**src/rtl/fifo_pkg.sv**
```systemverilog
// Shared async-FIFO helpers: Gray/binary conversion and depth calculation.
// Used by both the read-side and write-side pointer controllers.
package fifo_pkg;

    localparam int unsigned PTR_W_MAX = 32;

    // Zero-extended operands convert correctly at any width up to PTR_W_MAX.
    function automatic logic [PTR_W_MAX-1:0] bin2gray(
        input logic [PTR_W_MAX-1:0] b
    );
        return b ^ (b >> 1);
    endfunction

    function automatic logic [PTR_W_MAX-1:0] gray2bin(
        input logic [PTR_W_MAX-1:0] g
    );
        logic [PTR_W_MAX-1:0] b;
        b[PTR_W_MAX-1] = g[PTR_W_MAX-1];
        for (int i = PTR_W_MAX - 2; i >= 0; i--) begin
            b[i] = b[i+1] ^ g[i];
        end
        return b;
    endfunction

    function automatic int unsigned FIFO_DEPTH(input int unsigned ptr_size);
        return 32'd1 << (ptr_size - 1);
    endfunction

endpackage

```
**src/rtl/fifo_gray2bin.sv**
```systemverilog
// Combinational Gray-to-binary converter: each binary bit is the parity
// of all Gray bits at or above it.
module fifo_gray2bin #(
    parameter int W = 4
) (
    input  logic [W-1:0] gray,
    output logic [W-1:0] bin
);

    for (genvar i = 0; i < W; i++) begin : g_bit
        assign bin[i] = ^gray[W-1:i];
    end

endmodule

```
**src/rtl/fifo_rd_ctrl.sv**
```systemverilog
// Async FIFO read-side pointer/status controller (read clock domain).
// Optional occupancy and almost-empty unit enabled by FIFO_RD_LEVEL_EN.
module fifo_rd_ctrl
    import fifo_pkg::*;
#(
    parameter int Pointer_Size     = 4,
    parameter int Almost_Empty_Thr = 2
) (
    input  logic                    rclk,
    input  logic                    rrst,
    input  logic                    rinc,
    input  logic [Pointer_Size-1:0] sync_w2r_ptr,
    output logic [Pointer_Size-1:0] gray_r2w_ptr,
    output logic [Pointer_Size-2:0] raddr,
    output logic                    rempty,
    output logic                    runderflow,
    output logic [Pointer_Size-1:0] rd_level,
    output logic                    ralmost_empty
);

    logic [Pointer_Size-1:0] rptr;
    logic [Pointer_Size-1:0] rptr_next;
    logic [Pointer_Size-1:0] rgray_next;
    logic                    rd_en;

    assign rd_en      = rinc & ~rempty;
    assign rptr_next  = rptr + Pointer_Size'(rd_en);
    assign rgray_next = Pointer_Size'(bin2gray(PTR_W_MAX'(rptr_next)));
    assign raddr      = rptr[Pointer_Size-2:0];

    // Empty uses the next Gray value so the last read flags empty at once.
    always_ff @(posedge rclk) begin
        if (rrst) begin
            rptr         <= '0;
            gray_r2w_ptr <= '0;
            rempty       <= 1'b1;
            runderflow   <= 1'b0;
        end else begin
            rptr         <= rptr_next;
            gray_r2w_ptr <= rgray_next;
            rempty       <= (rgray_next == sync_w2r_ptr);
            runderflow   <= runderflow | (rinc & rempty);
        end
    end

`ifdef FIFO_RD_LEVEL_EN
    logic [Pointer_Size-1:0] wbin;
    logic [Pointer_Size-1:0] level_next;

    fifo_gray2bin #(
        .W (Pointer_Size)
    ) u_gray2bin (
        .gray (sync_w2r_ptr),
        .bin  (wbin)
    );

    // Modulo subtract keeps the level correct across pointer wrap.
    assign level_next = wbin - rptr_next;

    always_ff @(posedge rclk) begin
        if (rrst) begin
            rd_level      <= '0;
            ralmost_empty <= 1'b1;
        end else begin
            rd_level      <= level_next;
            ralmost_empty <= (int'(level_next) <= Almost_Empty_Thr);
        end
    end
`else
    assign rd_level      = '0;
    assign ralmost_empty = rempty;
`endif

endmodule
```
**config.mk**
```make
export PLATFORM = sky130hd
export DESIGN_NAME = fifo_rd_ctrl
export DESIGN_NICKNAME = d
export VERILOG_FILES = /design/src/rtl/fifo_pkg.sv /design/src/rtl/fifo_gray2bin.sv /design/src/rtl/fifo_rd_ctrl.sv
export SDC_FILE = /design/constraint.sdc
export NUM_CORES = 1
export LEC_CHECK = 0
export BUFFER_PORTS_ARGS = -buffer_cell sky130_fd_sc_hd__buf_2
export CAP_MARGIN = 20
export CORE_AREA = 2 2 39 41
export CTS_BUF_LIST = sky130_fd_sc_hd__clkbuf_8
export DETAILED_ROUTE_END_ITERATION = 16
export DIE_AREA = 0 0 41 43
export GPL_ROUTABILITY_DRIVEN = 1
export PLACE_DENSITY = 0.69
export SLEW_MARGIN = 15
export SYNTH_ARGS = -nofsm -noshare
export SYNTH_HDL_FRONTEND = slang
export SYNTH_SLANG_ARGS = --single-unit
```
**constraint.sdc**
```tcl
create_clock -name rclk -period 2.37 [get_ports rclk]
set_input_delay 0.5925 -clock rclk [delete_from_list [all_inputs] [get_ports rclk]]
set_output_delay 0.5925 -clock rclk [all_outputs]
set_load 0.005 [all_outputs]
```
After elaboration in Yosys (flattened, before gate mapping)
Index checks and enable logic that the tools add are counted.
- add/sub/neg operators: 1
- $mul: 0
- divide/modulo/power cells: 0
- magnitude comparators: 0
- eq/ne operators: 1
- shift operators: 0
- muxes and demuxes: 0
- bitwise operators: 5
- reductions and logical operators: 0
- operators by type and width (kind ; number):
    adder 4 x 1 -> 4 bit ; 1
    equality test 4 bit ; 1
    XOR 4 x 3 -> 4 bit ; 1
    AND 1 bit ; 2
    inverter 1 bit ; 1
    bitwise OR 1 bit ; 1
- flip-flop bits (word level): 10
- bits in latches: 0
- bits in writable memories: 0
- ROM bits: 0
- input port bits: 7
- output and inout bits: 14
- word-level logic and storage cells: 11
- memories: 0

Depth between registers and ports, before layout
Gate-level depths: netlist of run 1.
- depth after elaboration: 5
- depth in mapped cells: 7
- gate-level depth less buffers: 7

Worst setup path after synthesis of run 1
Ideal clock, no wire load.
- kind: input to register
- start point: in rinc
- end point: reg rempty, in the netlist ralmost_empty
- library setup time: 0.114 ns
- arrival: 1.791 ns
- required time: 2.256 ns
- path slack: 0.465 ns
- cell stages on the path: 7
- path buffers: 0
- cells stage by stage: nor2b_1 > ha_1 > ha_1 > xnor3_1 > nand2b_1 > o22ai_1 > a21o_1
- longest elaborated chain between the ends: 4
- ends and longest elaborated chain (item ; line ; source):
    start: declaration ; fifo_rd_ctrl.sv:11 ; input logic rinc,
    AND 1 bit ; fifo_rd_ctrl.sv:26 ; assign rd_en = rinc & ~rempty;
    adder 4 x 1 -> 4 bit ; fifo_rd_ctrl.sv:27 ; assign rptr_next = rptr + Pointer_Size'(rd_en);
    XOR 4 x 3 -> 4 bit ; fifo_pkg.sv:11 ; return b ^ (b >> 1);
    equality test 4 bit ; fifo_rd_ctrl.sv:41 ; rempty <= (rgray_next == sync_w2r_ptr);
    end signal: assignment ; fifo_rd_ctrl.sv:41 ;
    end: declaration ; fifo_rd_ctrl.sv:15 ; output logic rempty,
Every way passes these cells.
A chain may end at the register's enable or synchronous reset.

Worst setup path in the final report of run 1
Same ends and word-level chain as after synthesis.

==> metrics.yaml, run 1 <==
cells_and_area:
  finalNetCount: 73
  diodes: 0
  multiInputGateArea_sq_um: 249.0
  layout.cells.non_filler: 79
  syn2layout_area_growth_pct: 25.07
  drive_above_1_share_pct: 34.92
  nFillCells: 135
  regArea_sq_um: 180.2
  postLayoutCoreUtil_pct: 41.50
worst_setup_path:
  crit_family: "XOR/XNOR gates"
  critPathMaxFanout: 4
  cp_cell_sequence: "buf_2 -> nor2b_1 -> ha_1 -> ha_1 -> xor2_2 -> xnor2_1 -> mux2i_1 -> a21o_1"
  slowest_stage: "xor2_2"
  crit_arrival_ps: 2030
  worstSetupStartpointType: "primary input"
  crit_type: "in -> reg"
  critical_path.most_common_cell: "ha_1"
  worstSetupEndpointType: "flip-flop"
  crit_buf_inv: 1
  max_stage_delay_ps: 280
  required_ps: 2550
power_and_ir_drop:
  ir_drop_mv: 0.3955
  power_per_cell_area_nw_per_um2: 667.6
  leakage_nw: 0.2882
clocking:
  clk_latency_ps: 230
  cts-root-buf: "clkbuf_8"
  cts_tree: "built"
  clk_pin_slew_ps: 50
  htreeDepth: 1
  cts.repair.resized: 0
  cts_hold_buf: 0
  cts-buffers-inserted: 3
  clock-sinks: 9
  clockBufferDepth: 2
  postCtsSetupBuffers: 0
sta:
  setup_tns_ps: 0
  setup_violations: 0
  finalHoldViolCount: 0
  maxSlewViolCount: 0
  period_needed_ps: 1859
  rsz0062_at_grt: "no"
  clock_skew_ps: 1.344
  fmax_mhz: 537.9
  fin_ws_ps: 510.8
  fin_crit_sh_pct: 78.45
synth:
  synth_top_flop_cell: "dfxtp_1"
  synthArstFlopShare_pct: 0
  ys_top_cells_by_count: "dfxtp_1 (9), buf_4 (5), nor2b_1 (5), xnor2_1 (5), nor2_1 (4)"
  yosysTopAreaCell: "dfxtp_1"
  synth-edff-count: 0
  synthCells: 46
  ys_seq_area_share_pct: 39.24
  synth_area_sq_um: 459.2
  yosysWarnings: 0
  yosysTopAreaCellShare_pct: 39.24
  synth_most_common_cell: "dfxtp_1"
  ys_types: 20
  avgSynthCellArea_sq_um: 9.982
  synth.area.top_cells: "dfxtp_1 (39%), xnor2_1 (9.5%), buf_4 (8.2%), nor2b_1 (6.8%), ha_1 (5.4%)"
  ys_ff_latch: 9
drt:
  routed_wl_um: 714
  viasPerCell: 4.203
  drtIter0Drc: 5
  antenna_left: 0
  avgRoutedWirePerCell_um: 9.038
  num_vias: 332
  firstDrtPassIters: 4
  drc: 0
floorplan:
  dieArea_sq_um: 1763
  initial_core_util_pct: 33.18
  die_h_um: 43
  ios: 21
  rows: 14
  dieWidth_um: 41
  coreArea_sq_um: 1384
grt:
  grt_pass1_wl_um: 1117
  grt_pass1_vias: 297
  grt_use_total_pct: 9.869
  antenna_found_initial: 0
  grt_overflow_total: 0
  grt_max_degree: 10
run:
  maxCapViolations: 0
hold_path:
  worstHoldPathType: "reg -> reg"
placement:
  io_buffers: 16
  gp_congestion: 0.6313
  placedCellCount: 75
  dp_hpwl_um: 559.5
  pre_cts_ws_ps: 260.5
status:
  status: "complete, no violations"
sequential cells by signal, indices dropped and copies added (netlist names):
register       cells
runderflow         1
rptr               3
ralmost_empty      1
gray_r2w_ptr       4
final cells by class:
cell class              instances  share of cell area [%]
clock inverters                 1                  0.6536
flip-flops and latches          9                   31.37
clock buffers                   3                   7.190
multi-input cells              34                   43.36
repair buffers                 16                   13.94
well taps                      16                   3.486
cell usage in the layout (no fill, tap or decap):
cell	synthesis	final
conb_1	1	4
a21oi_1	1	1
o22ai_1	1	1
buf_2	0	16
xnor3_1	1	1
ha_1	2	2
dfxtp_1	9	9
mux2i_1	1	1
or2_2	1	1
nor2_1	4	4
mux2_2	1	1
xor2_1	1	1
nand2_1	2	2
inv_1	0	1
clkbuf_8	0	3
a21o_1	1	1
xnor2_1	5	5
nand2b_1	2	2
xor2_2	1	1
nor2b_1	5	5
nand3_1	1	1
final timing paths:
check           startpoint             to  slack [ps]  cells after the start
max                   rinc  ralmost_empty         510                      8
min             runderflow     runderflow         460                      2
max reg2reg  ralmost_empty  ralmost_empty         670                      7
min reg2reg     runderflow     runderflow         460                      2
metrics by stage:
step           power, mW  hold slack, ps  instance area, sq um
6_report          0.3834           463.0                 574.3
5_1_grt           0.4087           523.2                 574.3
4_1_cts           0.3898           468.7                 574.3
3_5_place_dp      0.2155           457.6                 529.3
3_3_place_gp      0.2146           446.0                 529.3
2_1_floorplan     0.2046           460.4                 470.5
worst register-to-register path: cells and delay by family, from the launching register on:
kind,cells,cell delay (ps)
and+or+nand+nor,2,190
xor gates and xnor gates,1,430
DFF,1,320
adders and majority gates,2,400
AOI/OAI and AO/OA,2,250
metal layers:
layer	vias to the layer above	GRT usage [%]	wire, um
li1	169	-	-
met1	149	10.71	331
met2	12	13.75	321
met3	2	6.283	46
met4	0	6.000	14
met5	-	0	0
cells by family after synthesis:
group                      after synthesis  synth area share [%]
AOI/OAI and AO/OA                        3                 4.088
adders and majority gates                2                 5.449
and+or+nand+nor                         15                 16.89
muxes                                    2                 4.632
other                                    1                0.8167
buffers and inverters                    6                 8.992
DFF                                      9                 39.24
xor gates and xnor gates                 8                 19.89
report_power, final:
part | switching [mW] | internal [mW] | leakage, nW
clock network | 0.0588 | 0.113 | 0.0269
logic | 0.0224 | 0.0264 | 0.188
registers | 0.00336 | 0.160 | 0.0736
No activity file was read; power rests on OpenSTA's default activity.
==> run 2, diff against run 1 <==
==> constraint.sdc (replaced) <==
create_clock -name rclk -period 1.8 [get_ports rclk]
set_input_delay 0.45 -clock rclk [delete_from_list [all_inputs] [get_ports rclk]]
set_output_delay 0.45 -clock rclk [all_outputs]
set_load 0.005 [all_outputs]
==> metrics.yaml, run 2 (synthesis gave the netlist of run 1 again) <==
sta:
  fin_crit_sh_pct: 93.02
  setup_violations: 0  # unchanged
  maxSlewViolCount: 0  # unchanged
  finalHoldViolCount: 0  # unchanged
  rsz0062_at_grt: "no"
  period_needed_ps: 1674
  fin_ws_ps: 125.7  # -385.1 ps
  clock_skew_ps: 1.007  # -0.3377 ps
  fmax_mhz: 597.2
hold_path:
  worstHoldPathType: "reg -> reg"
worst_setup_path:
  r2r_slack_ps: 130  # -540 ps
  worstSetupEndpointType: "flip-flop"
  rr_endpoint: "ralmost_empty"
  crit_family: "XOR/XNOR gates"
  slowest_stage: "xnor3_1"
  crit_arrival_ps: 1800  # -230 ps
  cp_cell_sequence: "buf_2 -> nor2b_1 -> ha_1 -> ha_2 -> xnor3_1 -> nand2b_1 -> o22ai_1 -> a21o_1"
  crit_type: "in -> reg"
  r2r_cells: 7  # unchanged
  path_depth: 8  # unchanged
  required_ps: 1920  # -630 ps
  crit_buf_inv: 1  # unchanged
  r2r_start: "ralmost_empty"
  worstSetupStartpointType: "primary input"
  crit_start: "rinc"
  max_stage_delay_ps: 410  # +130 ps
  critPathMaxFanout: 2  # -2
  crit_end: "ralmost_empty"
placement:
  pre_cts_ws_ps: -149.8  # -410.2 ps
  io_buffers: 16  # unchanged
  dpl-instance-area_sq_um: 559.3  # +5.7%
  gp_congestion: 0.6704  # +6.2%
  placedCellCount: 79  # +5.3%
floorplan:
  rows: 14  # unchanged
  initial_core_util_pct: 33.18  # unchanged
  dieWidth_um: 41  # unchanged
  dieArea_sq_um: 1763  # unchanged
  ios: 21  # unchanged
  coreArea_sq_um: 1384  # unchanged
  die_h_um: 43  # unchanged
grt:
  grtUsageMet3_pct: 6.283  # unchanged
  grt_util_met1_pct: 10.39  # -0.32 points
  grt_pass1_vias: 287  # -3.4%
  grt_use_total_pct: 9.164  # -0.70 points
  antenna_found_initial: 0  # unchanged
  grt_pass1_wl_um: 1083  # -3.0%
  grt_overflow_total: 0  # unchanged
  top_usage_layer: "met2"
  grt_max_degree: 10  # unchanged
  grt.met2_usage_pct: 13.75  # unchanged
drt:
  drtIter0Drc: 4  # -1
  routed_wl_um: 739  # +3.5%
  antenna_left: 0  # unchanged
  avgRoutedWirePerCell_um: 8.904  # -1.5%
  drc: 0  # unchanged
  firstDrtPassIters: 2  # -2
  viasPerCell: 4.133  # -1.7%
  num_vias: 343  # +3.3%
cells_and_area:
  syn2layout_area_growth_pct: 32.15
  finalNetCount: 77  # +5.5%
  layout.cells.non_filler: 83  # +5.1%
  diodes: 0  # unchanged
  largest_reg_flops: 4  # unchanged
  largest_registers: "gray_r2w_ptr: 4 flops, rptr: 3 flops"
  postLayoutCoreUtil_pct: 43.85  # +2.4 points
  layout_common_cells: "buf_2 (16), dfxtp_1 (9), nor2b_1 (5), xnor2_1 (5)"
  drive_above_1_share_pct: 40.30  # +5.4 points
  final_area_sq_um: 606.8  # +5.7%
  top_register: "gray_r2w_ptr"
  nFillCells: 145  # +7.4%
  layout_commonest_cell: "buf_2"
clocking:
  clk_pin_slew_ps: 40  # about the same
  htreeDepth: 1  # unchanged
  clk_latency_ps: 230  # about the same
  postCtsSetupBuffers: 0  # unchanged
  clockBufferDepth: 2  # unchanged
  cts_tree: "built"
  cts-buffers-inserted: 3  # unchanged
  clock-sinks: 9  # unchanged
  cts-root-buf: "clkbuf_8"
power_and_ir_drop:
  power_per_cell_area_nw_per_um2: 840.3  # +26%
  ir_drop_mv: 0.3777  # -4.5%
  leakage_nw: 0.3065  # +6.3%
run:
  maxCapViolations: 0  # unchanged
status:
  status: "complete, no violations"
run 2: cell count changes in the layout (fill, tap and decap cells not counted):
cell   previous run  this run
ha_1              2         1
ha_2              0         1
buf_4             0         4
run 2: cell type report:
cell class	count	area, sq um	share of cell area, %
clock inverter	1	3.754	0.6186
timing repair buffer	20	110.1	18.14
sequential	9	180.2	29.69
multi-input combinational	34	251.5	41.44
tap	16	20.02	3.299
clock buffer	3	41.29	6.804
run 2: power breakdown:
part	switching [mW]	internal, mW	leakage (nW)
registers	0.00473	0.211	0.0736
logic	0.0307	0.0402	0.206
clock network	0.0755	0.148	0.0269
total	0.111	0.399	0.306
run 2: how the worst min path moves through the flow:
stage	start	to	slack, ps	cells past startpoint
after CTS	rinc	runderflow	470	3
after floorplan	runderflow	runderflow	460	2
after global routing	rinc	runderflow	490	3
after global placement	runderflow	runderflow	450	2
after detailed placement	runderflow	runderflow	460	2
final	runderflow	runderflow	460	2
run 2: worst register-to-register path: stages, from the launching register on:
cell	delay (ps)
dfxtp_1	320
nor2b_1	110
ha_1	180
ha_2	210
xnor3_1	410
nand2b_1	90
o22ai_1	80
a21o_1	180
run 2: stage by stage:
step	TNS, ps	power, mW	hold slack [ps]
detailed placement	-149.8	0.2907	460.8
finish	0	0.5099	458.3
global placement	-131.7	0.2888	445.8
CTS	0	0.5175	466.6
global route	0	0.5356	487.3
floorplan	0	0.2695	460.4
run 2: repair_timing:
| item | CTS | global route |
|---|---|---|
| hold buffers | 0 | 0 |
| endpoints found under the hold margin | 0 | 0 |
| gates resized for setup | 0 | 1 |
| setup endpoints to repair | 0 | 1 |
run 2: layer usage:
layer  share of wire (%)  vias up
met1                  40      155
li1                    -      177
met5                   0        -
met2                  53       11
met4                   0        0
met3                 7.3        0
==> run 3, diff against run 2 <==
--- a/config.mk
+++ b/config.mk
@@ -5,6 +5,7 @@
 export SDC_FILE = /design/constraint.sdc
 export NUM_CORES = 1
 export LEC_CHECK = 0
+export ABC_CLOCK_PERIOD_IN_PS = 1800
 export BUFFER_PORTS_ARGS = -buffer_cell sky130_fd_sc_hd__buf_2
 export CAP_MARGIN = 20
 export CORE_AREA = 2 2 39 41
@@ -12,7 +13,6 @@
 export DETAILED_ROUTE_END_ITERATION = 16
 export DIE_AREA = 0 0 41 43
 export GPL_ROUTABILITY_DRIVEN = 1
-export PLACE_DENSITY = 0.69
 export SLEW_MARGIN = 15
 export SYNTH_ARGS = -nofsm -noshare
 export SYNTH_HDL_FRONTEND = slang
==> metrics.yaml, run 3 (synthesis gave the netlist of run 1 again) <==
drt:
  viasPerCell: 4.193  # +1.5%
  drtIter0Drc: 5  # +1
  drc: 0  # unchanged
  firstDrtPassIters: 2  # unchanged
  avgRoutedWirePerCell_um: 9.855  # +11%
  antenna_left: 0  # unchanged
  num_vias: 348  # +1.5%
  routed_wl_um: 818  # +11%
clocking:
  clockBufferDepth: 2  # unchanged
  cts_hold_buf: 0  # unchanged
  clock-sinks: 9  # unchanged
  htreeDepth: 1  # unchanged
  clk_latency_ps: 230  # about the same
  cts_tree: "built"
  clk_pin_slew_ps: 40  # about the same
  cts-root-buf: "clkbuf_8"
  cts-buffers-inserted: 3  # unchanged
run:
  maxCapViolations: 0  # unchanged
cells_and_area:
  largest_reg_flops: 4  # unchanged
  diodes: 0  # unchanged
  top_register: "gray_r2w_ptr"
  largest_registers: "gray_r2w_ptr: 4 flops, rptr: 3 flops"
  layout.cells.non_filler: 83  # unchanged
  nFillCells: 149  # +2.8%
  drive_above_1_share_pct: 40.30  # unchanged
  layout_commonest_cell: "buf_2"
  postLayoutCoreUtil_pct: 43.85  # unchanged
  layout_common_cells: "buf_2 (16), dfxtp_1 (9), nor2b_1 (5), xnor2_1 (5)"
  syn2layout_area_growth_pct: 32.15  # unchanged
  finalNetCount: 77  # unchanged
sta:
  setup_tns_ps: 0  # unchanged
  finalHoldViolCount: 0  # unchanged
  maxSlewViolCount: 0  # unchanged
  clock_skew_ps: 1.138  # +0.1310 ps
  period_needed_ps: 1697  # +22.39 ps
  hold_slack_ps: 466.2  # +7.858 ps
  setup_violations: 0  # unchanged
  fmax_mhz: 589.4  # -1.3%
  rsz0062_at_grt: "no"
  fin_crit_sh_pct: 94.26  # +1.2 points
grt:
  grt_pass1_wl_um: 1242  # +15%
  grt_max_degree: 10  # unchanged
  grt_pass1_vias: 312  # +8.7%
  antenna_found_initial: 0  # unchanged
  grt_overflow_total: 0  # unchanged
  grt_use_total_pct: 10.65  # +1.5 points
floorplan:
  initial_core_util_pct: 33.18  # unchanged
  coreArea_sq_um: 1384  # unchanged
  dieWidth_um: 41  # unchanged
  rows: 14  # unchanged
  die_h_um: 43  # unchanged
  ios: 21  # unchanged
  dieArea_sq_um: 1763  # unchanged
worst_setup_path:
  crit_arrival_ps: 1820  # +20 ps
  critPathMaxFanout: 2  # unchanged
  cp_cell_sequence: "buf_2 -> nor2b_1 -> ha_1 -> ha_2 -> xnor3_1 -> nand2b_1 -> o22ai_1 -> a21o_1"
  worstSetupStartpointType: "primary input"
  crit_type: "in -> reg"
  max_stage_delay_ps: 410  # about the same
  worstSetupEndpointType: "flip-flop"
  slowest_stage: "xnor3_1"
  required_ps: 1920  # about the same
placement:
  gp_congestion: 0.6947  # +3.6%
  placedCellCount: 79  # unchanged
  io_buffers: 16  # unchanged
hold_path:
  worstHoldPathType: "reg -> reg"
power_and_ir_drop:
  leakage_nw: 0.3065  # unchanged
  ir_drop_mv: 0.2859  # -24%
  power_per_cell_area_nw_per_um2: 849.8  # +1.1%
  total_power_mw: 0.5157  # +1.1%
status:
  status: "complete, no violations"
run 3: cell counts in the layout (fill, tap and decap cells not counted):
No cell type changed its count.
run 3: per-stage QoR:
step / instance area, sq um / setup slack, ps
6_report: 606.8 / 103.3
5_1_grt: 606.8 / 14.42
4_1_cts: 604.3 / 64.97
3_5_place_dp: 559.3 / -174.1
3_3_place_gp: 559.3 / -136.7
2_1_floorplan: 470.5 / 37.65
run 3: what timing repair did:
action,4_1_cts,5_1_grt
endpoints found under the setup margin,0,1
buffers inserted,0,0
gates resized for setup,0,1
run 3: routing by layer:
layer	track usage, %	routed length [um]
met5	0	0
met4	8.000	0
met3	1.571	48
met2	16.88	444
met1	11.94	325
run 3: layout make-up:
type                       instances  area [sq um]  area share (%)
multi-input combinational         34         251.5           41.44
sequential                         9         180.2           29.69
timing repair buffer              20         110.1           18.14
clock buffer                       3         41.29           6.804
tap                               16         20.02           3.299
clock inverter                     1         3.754          0.6186
run 3: worst paths after layout:
check / startpoint / end / slack [ps] / depth (start not counted)
setup reg to reg: ralmost_empty / ralmost_empty / 100 / 7
hold / removal: runderflow / runderflow / 470 / 2
setup / recovery: rinc / ralmost_empty / 100 / 8
hold reg to reg: runderflow / runderflow / 470 / 2
run 3: critical path, delay by kind of cell:
kind            cells  cell delay (ps)
xor+xnor            1              410
fa+ha+maj           2              390
compound gates      2              260
simple gates        2              230
buf+inv             1               80
run 3: report_power, final:
group          internal, mW  leakage [nW]  switching (mW)  total [mW]
registers             0.210        0.0736         0.00512       0.216
clock network         0.148        0.0269          0.0791       0.228
logic                0.0404         0.206          0.0320      0.0725
